<file path="src/rtl/ex_pkg.sv">
// Shared widths, stall encoding, divider state type and the ID->EX bus layout
// for the execute stage.
package ex_pkg;

    localparam int ID_TO_EX_WD  = 159;
    localparam int EX_TO_MEM_WD = 76;
    localparam int EX_TO_RF_WD  = 38;
    localparam int STALL_WD     = 6;

    localparam logic STOP   = 1'b1;
    localparam logic NOSTOP = 1'b0;

    // Bit positions inside the one-hot alu_op field
    localparam int ALU_ADD  = 11;
    localparam int ALU_SUB  = 10;
    localparam int ALU_SLT  = 9;
    localparam int ALU_SLTU = 8;
    localparam int ALU_AND  = 7;
    localparam int ALU_NOR  = 6;
    localparam int ALU_OR   = 5;
    localparam int ALU_XOR  = 4;
    localparam int ALU_SLL  = 3;
    localparam int ALU_SRL  = 2;
    localparam int ALU_SRA  = 1;
    localparam int ALU_LUI  = 0;

    localparam logic [5:0] FN_DIV  = 6'h1A;
    localparam logic [5:0] FN_DIVU = 6'h1B;
    localparam logic [5:0] FN_MFHI = 6'h10;
    localparam logic [5:0] FN_MFLO = 6'h12;
    localparam logic [5:0] FN_MTHI = 6'h11;
    localparam logic [5:0] FN_MTLO = 6'h13;

    typedef enum logic [1:0] {
        IDLE = 2'd0,
        BUSY = 2'd1,
        DONE = 2'd2
    } div_state_e;

    typedef struct packed {
        logic [31:0] pc;
        logic [31:0] inst;
        logic [11:0] alu_op;
        logic [2:0]  src1;
        logic [3:0]  src2;
        logic        ram_en;
        logic [3:0]  ram_wen;
        logic        rf_we;
        logic [4:0]  rf_waddr;
        logic        sel_rf_res;
        logic [31:0] rdata1;
        logic [31:0] rdata2;
    } id_ex_t;

    function automatic logic [31:0] mag32(input logic [31:0] v, input logic sgn);
        return (sgn && v[31]) ? (~v + 32'd1) : v;
    endfunction

endpackage

</file>
<file path="src/rtl/ex_div_iter.sv">
// 32-iteration restoring divider with signed fixup; holds its result in DONE
// until the pipeline acknowledges it.
module div_iter
    import ex_pkg::*;
(
    input  logic        clk,
    input  logic        rst,
    input  logic        start_i,
    input  logic        ack_i,
    input  logic        signed_i,
    input  logic [31:0] dividend_i,
    input  logic [31:0] divisor_i,
    output logic [31:0] quotient_o,
    output logic [31:0] remainder_o,
    output logic        busy_o,
    output logic        done_o
);

    div_state_e  state_q, state_d;
    logic [4:0]  cnt_q, cnt_d;
    logic [31:0] rem_q, rem_d;
    logic [31:0] quo_q, quo_d;
    logic [31:0] dvs_q, dvs_d;
    logic        negq_q, negq_d;
    logic        negr_q, negr_d;
    logic        dvz_q, dvz_d;
    logic [32:0] shifted;
    logic [32:0] diff;

    always_comb begin
        state_d = state_q;
        cnt_d   = cnt_q;
        rem_d   = rem_q;
        quo_d   = quo_q;
        dvs_d   = dvs_q;
        negq_d  = negq_q;
        negr_d  = negr_q;
        dvz_d   = dvz_q;
        shifted = {rem_q, quo_q[31]};
        diff    = shifted - {1'b0, dvs_q};
        case (state_q)
            IDLE: begin
                if (start_i) begin
                    state_d = BUSY;
                    cnt_d   = '0;
                    rem_d   = '0;
                    quo_d   = mag32(dividend_i, signed_i);
                    dvs_d   = mag32(divisor_i, signed_i);
                    negq_d  = signed_i && (dividend_i[31] ^ divisor_i[31]);
                    negr_d  = signed_i && dividend_i[31];
                    dvz_d   = (divisor_i == '0);
                end
            end
            BUSY: begin
                if (!start_i) begin
                    state_d = IDLE;
                end else begin
                    // A clear borrow bit means the trial subtraction fits.
                    if (!diff[32]) begin
                        rem_d = diff[31:0];
                        quo_d = {quo_q[30:0], 1'b1};
                    end else begin
                        rem_d = shifted[31:0];
                        quo_d = {quo_q[30:0], 1'b0};
                    end
                    cnt_d = cnt_q + 5'd1;
                    if (cnt_q == 5'd31) state_d = DONE;
                end
            end
            DONE: begin
                if (!start_i || ack_i) state_d = IDLE;
            end
            default: state_d = IDLE;
        endcase
    end

    always_ff @(posedge clk) begin
        if (rst) begin
            state_q <= IDLE;
            cnt_q   <= '0;
            rem_q   <= '0;
            quo_q   <= '0;
            dvs_q   <= '0;
            negq_q  <= 1'b0;
            negr_q  <= 1'b0;
            dvz_q   <= 1'b0;
        end else begin
            state_q <= state_d;
            cnt_q   <= cnt_d;
            rem_q   <= rem_d;
            quo_q   <= quo_d;
            dvs_q   <= dvs_d;
            negq_q  <= negq_d;
            negr_q  <= negr_d;
            dvz_q   <= dvz_d;
        end
    end

    assign busy_o      = start_i && (state_q != DONE);
    assign done_o      = start_i && (state_q == DONE);
    assign quotient_o  = dvz_q ? '1 : (negq_q ? (~quo_q + 32'd1) : quo_q);
    assign remainder_o = negr_q ? (~rem_q + 32'd1) : rem_q;

endmodule

</file>
<file path="src/rtl/ex.sv">
// Execute stage: ID->EX register, one-hot ALU, data-SRAM request, forwarding
// bus, HI/LO and the iterative divider for div/divu.
module ex
    import ex_pkg::*;
(
    input  logic                    clk,
    input  logic                    rst,
    input  logic [STALL_WD-1:0]     stall,
    output logic                    stallreq_for_ex,
    input  logic [ID_TO_EX_WD-1:0]  id_to_ex_bus,
    output logic [EX_TO_MEM_WD-1:0] ex_to_mem_bus,
    output logic [EX_TO_RF_WD-1:0]  ex_to_rf_bus,
    output logic                    data_sram_en,
    output logic [3:0]              data_sram_wen,
    output logic [31:0]             data_sram_addr,
    output logic [31:0]             data_sram_wdata
);

    id_ex_t id_q, id_d;

    always_comb begin
        id_d = id_q;
        if (stall[2] == STOP && stall[3] == NOSTOP) begin
            id_d = '0;
        end else if (stall[2] == NOSTOP) begin
            id_d = id_ex_t'(id_to_ex_bus);
        end
    end

    always_ff @(posedge clk) begin
        if (rst) id_q <= '0;
        else     id_q <= id_d;
    end

    logic       is_special;
    logic [5:0] func;
    logic       is_div, is_divu, is_mfhi, is_mflo, is_mthi, is_mtlo, is_mf;

    assign is_special = (id_q.inst[31:26] == 6'd0);
    assign func       = id_q.inst[5:0];
    assign is_div     = is_special && (func == FN_DIV);
    assign is_divu    = is_special && (func == FN_DIVU);
    assign is_mfhi    = is_special && (func == FN_MFHI);
    assign is_mflo    = is_special && (func == FN_MFLO);
    assign is_mthi    = is_special && (func == FN_MTHI);
    assign is_mtlo    = is_special && (func == FN_MTLO);
    assign is_mf      = is_mfhi || is_mflo;

    logic [31:0] op1, op2, alu_res;
    logic [4:0]  sa;

    assign op1 = ({32{id_q.src1[0]}} & id_q.rdata1)
               | ({32{id_q.src1[1]}} & id_q.pc)
               | ({32{id_q.src1[2]}} & {27'b0, id_q.inst[10:6]});
    assign op2 = ({32{id_q.src2[0]}} & id_q.rdata2)
               | ({32{id_q.src2[1]}} & {{16{id_q.inst[15]}}, id_q.inst[15:0]})
               | ({32{id_q.src2[2]}} & 32'd8)
               | ({32{id_q.src2[3]}} & {16'b0, id_q.inst[15:0]});
    assign sa  = op1[4:0];

    always_comb begin
        alu_res = '0;
        if (id_q.alu_op[ALU_ADD])  alu_res = alu_res | (op1 + op2);
        if (id_q.alu_op[ALU_SUB])  alu_res = alu_res | (op1 - op2);
        if (id_q.alu_op[ALU_SLT])  alu_res = alu_res | {31'b0, $signed(op1) < $signed(op2)};
        if (id_q.alu_op[ALU_SLTU]) alu_res = alu_res | {31'b0, op1 < op2};
        if (id_q.alu_op[ALU_AND])  alu_res = alu_res | (op1 & op2);
        if (id_q.alu_op[ALU_NOR])  alu_res = alu_res | ~(op1 | op2);
        if (id_q.alu_op[ALU_OR])   alu_res = alu_res | (op1 | op2);
        if (id_q.alu_op[ALU_XOR])  alu_res = alu_res | (op1 ^ op2);
        if (id_q.alu_op[ALU_SLL])  alu_res = alu_res | (op2 << sa);
        if (id_q.alu_op[ALU_SRL])  alu_res = alu_res | (op2 >> sa);
        if (id_q.alu_op[ALU_SRA])  alu_res = alu_res | 32'($signed(op2) >>> sa);
        if (id_q.alu_op[ALU_LUI])  alu_res = alu_res | {op2[15:0], 16'b0};
    end

    logic [31:0] div_quo, div_rem;
    logic        div_done;

    div_iter u_div (
        .clk        (clk),
        .rst        (rst),
        .start_i    (is_div || is_divu),
        .ack_i      (stall[3] == NOSTOP),
        .signed_i   (is_div),
        .dividend_i (id_q.rdata1),
        .divisor_i  (id_q.rdata2),
        .quotient_o (div_quo),
        .remainder_o(div_rem),
        .busy_o     (stallreq_for_ex),
        .done_o     (div_done)
    );

    logic [31:0] hi_q, hi_d, lo_q, lo_d;

    // HI/LO commit only as the instruction leaves EX, so a following mfhi/mflo
    // sees the new value without forwarding.
    always_comb begin
        hi_d = hi_q;
        lo_d = lo_q;
        if (stall[3] == NOSTOP) begin
            if (div_done) begin
                hi_d = div_rem;
                lo_d = div_quo;
            end else if (is_mthi) begin
                hi_d = id_q.rdata1;
            end else if (is_mtlo) begin
                lo_d = id_q.rdata1;
            end
        end
    end

    always_ff @(posedge clk) begin
        if (rst) begin
            hi_q <= '0;
            lo_q <= '0;
        end else begin
            hi_q <= hi_d;
            lo_q <= lo_d;
        end
    end

    logic        rf_we;
    logic [4:0]  rf_waddr;
    logic [31:0] ex_result;

    assign rf_we     = is_mf || id_q.rf_we;
    assign rf_waddr  = is_mf ? id_q.inst[15:11] : id_q.rf_waddr;
    assign ex_result = is_mfhi ? hi_q : (is_mflo ? lo_q : alu_res);

    assign ex_to_mem_bus = {id_q.pc, id_q.ram_en, id_q.ram_wen, id_q.sel_rf_res,
                            rf_we, rf_waddr, ex_result};
    assign ex_to_rf_bus  = {rf_we, rf_waddr, ex_result};

    assign data_sram_en    = id_q.ram_en;
    assign data_sram_wen   = id_q.ram_wen;
    assign data_sram_addr  = alu_res;
    assign data_sram_wdata = id_q.rdata2;

    logic unused_bits;
    assign unused_bits = ^{stall[5:4], stall[1:0], id_q.inst[25:16]};

endmodule

</file>
<file path="config.mk">
export PLATFORM = sky130hd
export DESIGN_NAME = ex
export DESIGN_NICKNAME = d
export VERILOG_FILES = /design/src/rtl/ex_pkg.sv /design/src/rtl/ex_div_iter.sv /design/src/rtl/ex.sv
export SDC_FILE = /design/constraint.sdc
export NUM_CORES = 1
export LEC_CHECK = 0
export ABC_AREA = 1
export CAP_MARGIN = 25
export CORE_MARGIN = 8
export CORE_UTILIZATION = 50
export DETAILED_ROUTE_END_ITERATION = 8
export PLACE_DENSITY_LB_ADDON = 0.15
export REMOVE_ABC_BUFFERS = 1
export SYNTH_ARGS = -nofsm -noshare
export SYNTH_HDL_FRONTEND = slang
export SYNTH_SLANG_ARGS = --single-unit
</file>
<file path="constraint.sdc">
create_clock -name clk -period 9.1 [get_ports clk]
set_clock_uncertainty 0.15 [all_clocks]
set_input_delay 1.82 -clock clk [delete_from_list [all_inputs] [get_ports clk]]
set_output_delay 1.82 -clock clk [all_outputs]
set_load 0.02 [all_outputs]
</file>
==> results.yml <==
critical_path:
  worstSetupStartpointType: "flop"
  cp_slowest_stage_delay_ps: 910
  rr_worst_depth: 11
  critPathMaxFanout: 8
  critPathKind: "flop to output port"
  critPathMostFrequentCell: "nand2_1"
  critical_path.cell_chain: "inv_2 > o21ai_1 > inv_1 > ha_1 > nand3_1 > nand2_1 > nand2_1 > nand2_1 > nand2_1 > nand2_1 > nand2_1 > nand2_1 > o21ai_0 > nand3_2 > o21ai_1 > nand2_1 > clkdlybuf4s50_1"
  slowest_stage: "o21ai_1"
  crit-reg2reg-launch: "func[1]"
  cp-end-kind: "output port"
  arrival_ps: 5970
  rrSetupSlack_ps: 5570
  r2r-end: "hi_q[7]"
  required_ps: 7130
drt:
  num_vias: 37566
  wl_per_cell_um: 23.8
  viasPerCell: 6.06
  drcViolationCount: 0
  wirelength_um: 148000
  drt-initial-drc-count: 5790
  antenna_left: 0
  dr.pass1.iters: 7
yosys:
  synth_warnings: 0
  mappedNetlistArea_um2: 30500
  ys_seq_area_frac: 0.209
  syn_inst: 5313
  synth_cell_type_count: 61
  syn_avg_cell_area_um2: 5.74
  ys_ff_latch: 319
  ys.flop_type: "dfxtp_1"
  synth_enable_flop_cells: 0
  async_reset_ff_frac: 0
floorplan:
  rows: 90
  fp.dieW_um: 263
  fp.dieH_um: 263
  start_util: 0.505
  die_area_um2: 69100
  ioPinCount: 351
  core_um2: 60400
sta:
  worstMarginPinSlew_ps: 1130
  maxClockFrequency_mhz: 126
  slew_viol_final: 0
  setup_violations: 0
  fin_ws_ps: 1160
  period_share: 0.872
  final-hold-violation-count: 0
  grt_setup_unrepaired: "false"
  period_minus_slack_ps: 7940
  slew_headroom: 0.243
  tns_ps: 0
clock_network:
  htreeDepth: 2
  cts_tree: "yes"
  clockBufferDepth: 3
  clkLatencyLatePin_ps: 600
  ctsHoldBuffers: 0
  numCtsBuffers: 38
  root_buffer: "clkbuf_16"
  clkTransAtPathRegs_ps: 60
  clock-sinks: 319
  postCtsSetupBuffers: 0
  cts_resized: 0
global_route:
  grt_pass1_vias: 33543
  grt_use_met1: 0.540
  grtUsageMet2: 0.599
  antenna_found_initial: 5
  grt_max_degree: 104
  grt_busiest_layer: "met2"
  grt_overflow: 0
  grt_pass1_wl_um: 216000
  gr-usage-all-layers: 0.403
  gr-usage-met3: 0.0804
min_path:
  hold_depth: 2
  min-delay-start: "id_q[124]"
  hold_path_end: "id_q[124]"
  hp-class: "flop to flop"
flow_run:
  drv_cap: 0
place:
  dp_hpwl_um: 116000
  place_ws_ps: 2080
  place_area_um2: 33300
  numPortBuffers: 336
  globalplace.congestion: 1.07
cells_and_area:
  area_delta_synth_final_pct: 13.7
  drive_above_1_share: 0.0367
  final_common_cell: "nand2_1"
  fin_area_um2: 34700
  nFillCells: 6217
  nets: 5701
  final_cell_mix: "nand2_1 (1568), nand3_1 (636), inv_1 (517)"
  final_util: 0.575
pwr:
  p_leak_nw: 16.4
  powerDensity_nw_per_um2: 122
  max-vdd-ir-drop_mv: 0.139
run_status:
  status: "completed"
==> kinds of logic (layout without fill, tap and decap cells) <==
family	after synthesis	count (layout)	share of synthesized area
AOI/OAI and AO/OA	994	994	0.178
xor gates and xnor gates	75	75	0.0215
adders and majority gates	147	147	0.0611
buffers and inverters	909	1012	0.132
DFF	319	319	0.209
other	0	2	0
and+or+nand+nor	2869	2869	0.398
==> cell usage after synthesis (all sizes together), types with 2 or more instances <==
cell type,n,share of area
nand2,1584,0.20
nand3,641,0.11
inv,534,0.066
a21oi,484,0.080
nor2,468,0.060
dfxtp,319,0.21
o21ai,319,0.053
buf,217,0.047
clkbuf,145,0.018
ha,144,0.059
nand4,72,0.015
nor3,62,0.012
xor2,54,0.016
a31oi,49,0.010
o22ai,34,0.0070
o211ai,23,0.0057
xnor2,21,0.0060
a221oi,18,0.0052
o21bai,16,0.0039
clkinv,13,0.0016
nor4,11,0.0023
o21a,10,0.0025
a21o,9,0.0022
nand3b,9,0.0022
or2,9,0.0018
and2,6,0.0012
o221ai,6,0.0017
a211oi,5,0.0012
a21boi,5,0.0012
a2111oi,4,0.0011
o2111ai,4,0.0011
or3,4,0.00082
a22o,3,0.00086
fa,3,0.0020
a22oi,2,0.00049
==> registers in the layout, summed over array words and instances, names as in the netlist, 2 cells and up <==
register and flops:
id_q 73, u_div.cnt_q 5, data_sram_wen 4, ex_to_mem_bus 33, lo_q 32, u_div.dvs_q 32
u_div.rem_q 32, data_sram_wdata 32, hi_q 32, func 6, u_div.quo_q 32, u_div.state_q 2
==> worst max path at each step <==
| stage | from | to | slack [ps] | cells past startpoint |
|---|---|---|---|---|
| final | func[1] | ex_to_mem_bus[13] | 1160 | 17 |
| after global routing | func[1] | ex_to_rf_bus[12] | 1110 | 18 |
| after CTS | func[1] | ex_to_rf_bus[12] | 1450 | 18 |
| after detailed placement | func[1] | ex_to_rf_bus[12] | 2080 | 18 |
| after global placement | func[1] | ex_to_mem_bus[12] | 2100 | 18 |
| after floorplan | stall[2] | data_sram_en | -850 | 3 |
==> final cells by class <==
cell class              count  area [um2]  share of cell area
diodes                      2        5.00            0.000144
clock inverters            18         226             0.00653
clock buffers              51        1060              0.0306
flip-flops and latches    319        6390               0.184
multi-input cells        4085       20100               0.580
repair buffers            396        3860               0.111
well taps                 782         978              0.0282
inverters                 547        2060              0.0594
==> power by group <==
group	leakage [nW]	switching (mW)	internal, mW
logic	13.2	0.775	0.393
clock network	0.617	0.689	0.894
registers	2.59	0.0486	1.43
total	16.4	1.51	2.71
==> worst max-delay path: cells and delay by family (launching register included) <==
family	cells	cell delay, ps
adders and majority gates	1	420
AOI/OAI and AO/OA	3	1740
and+or+nand+nor	10	1490
DFF	1	650
buffers and inverters	3	1050
==> per-stage QoR <==
stage | hold WS (ps) | power (mW) | std cells
detailed placement | 302 | 2.63 | 6125
CTS | 311 | 4.19 | 6194
finish | 314 | 4.23 | 6200
floorplan | 277 | 2.08 | 4951
global placement | 288 | 2.62 | 6125
global route | 334 | 4.35 | 6199
==> metal layers <==
layer	wire, um	vias to the layer above
met5	20	-
met4	9930	4
met3	16900	407
met2	61200	2435
met1	59500	17226
li1	-	17494
Power figures use the tool's default switching activity.
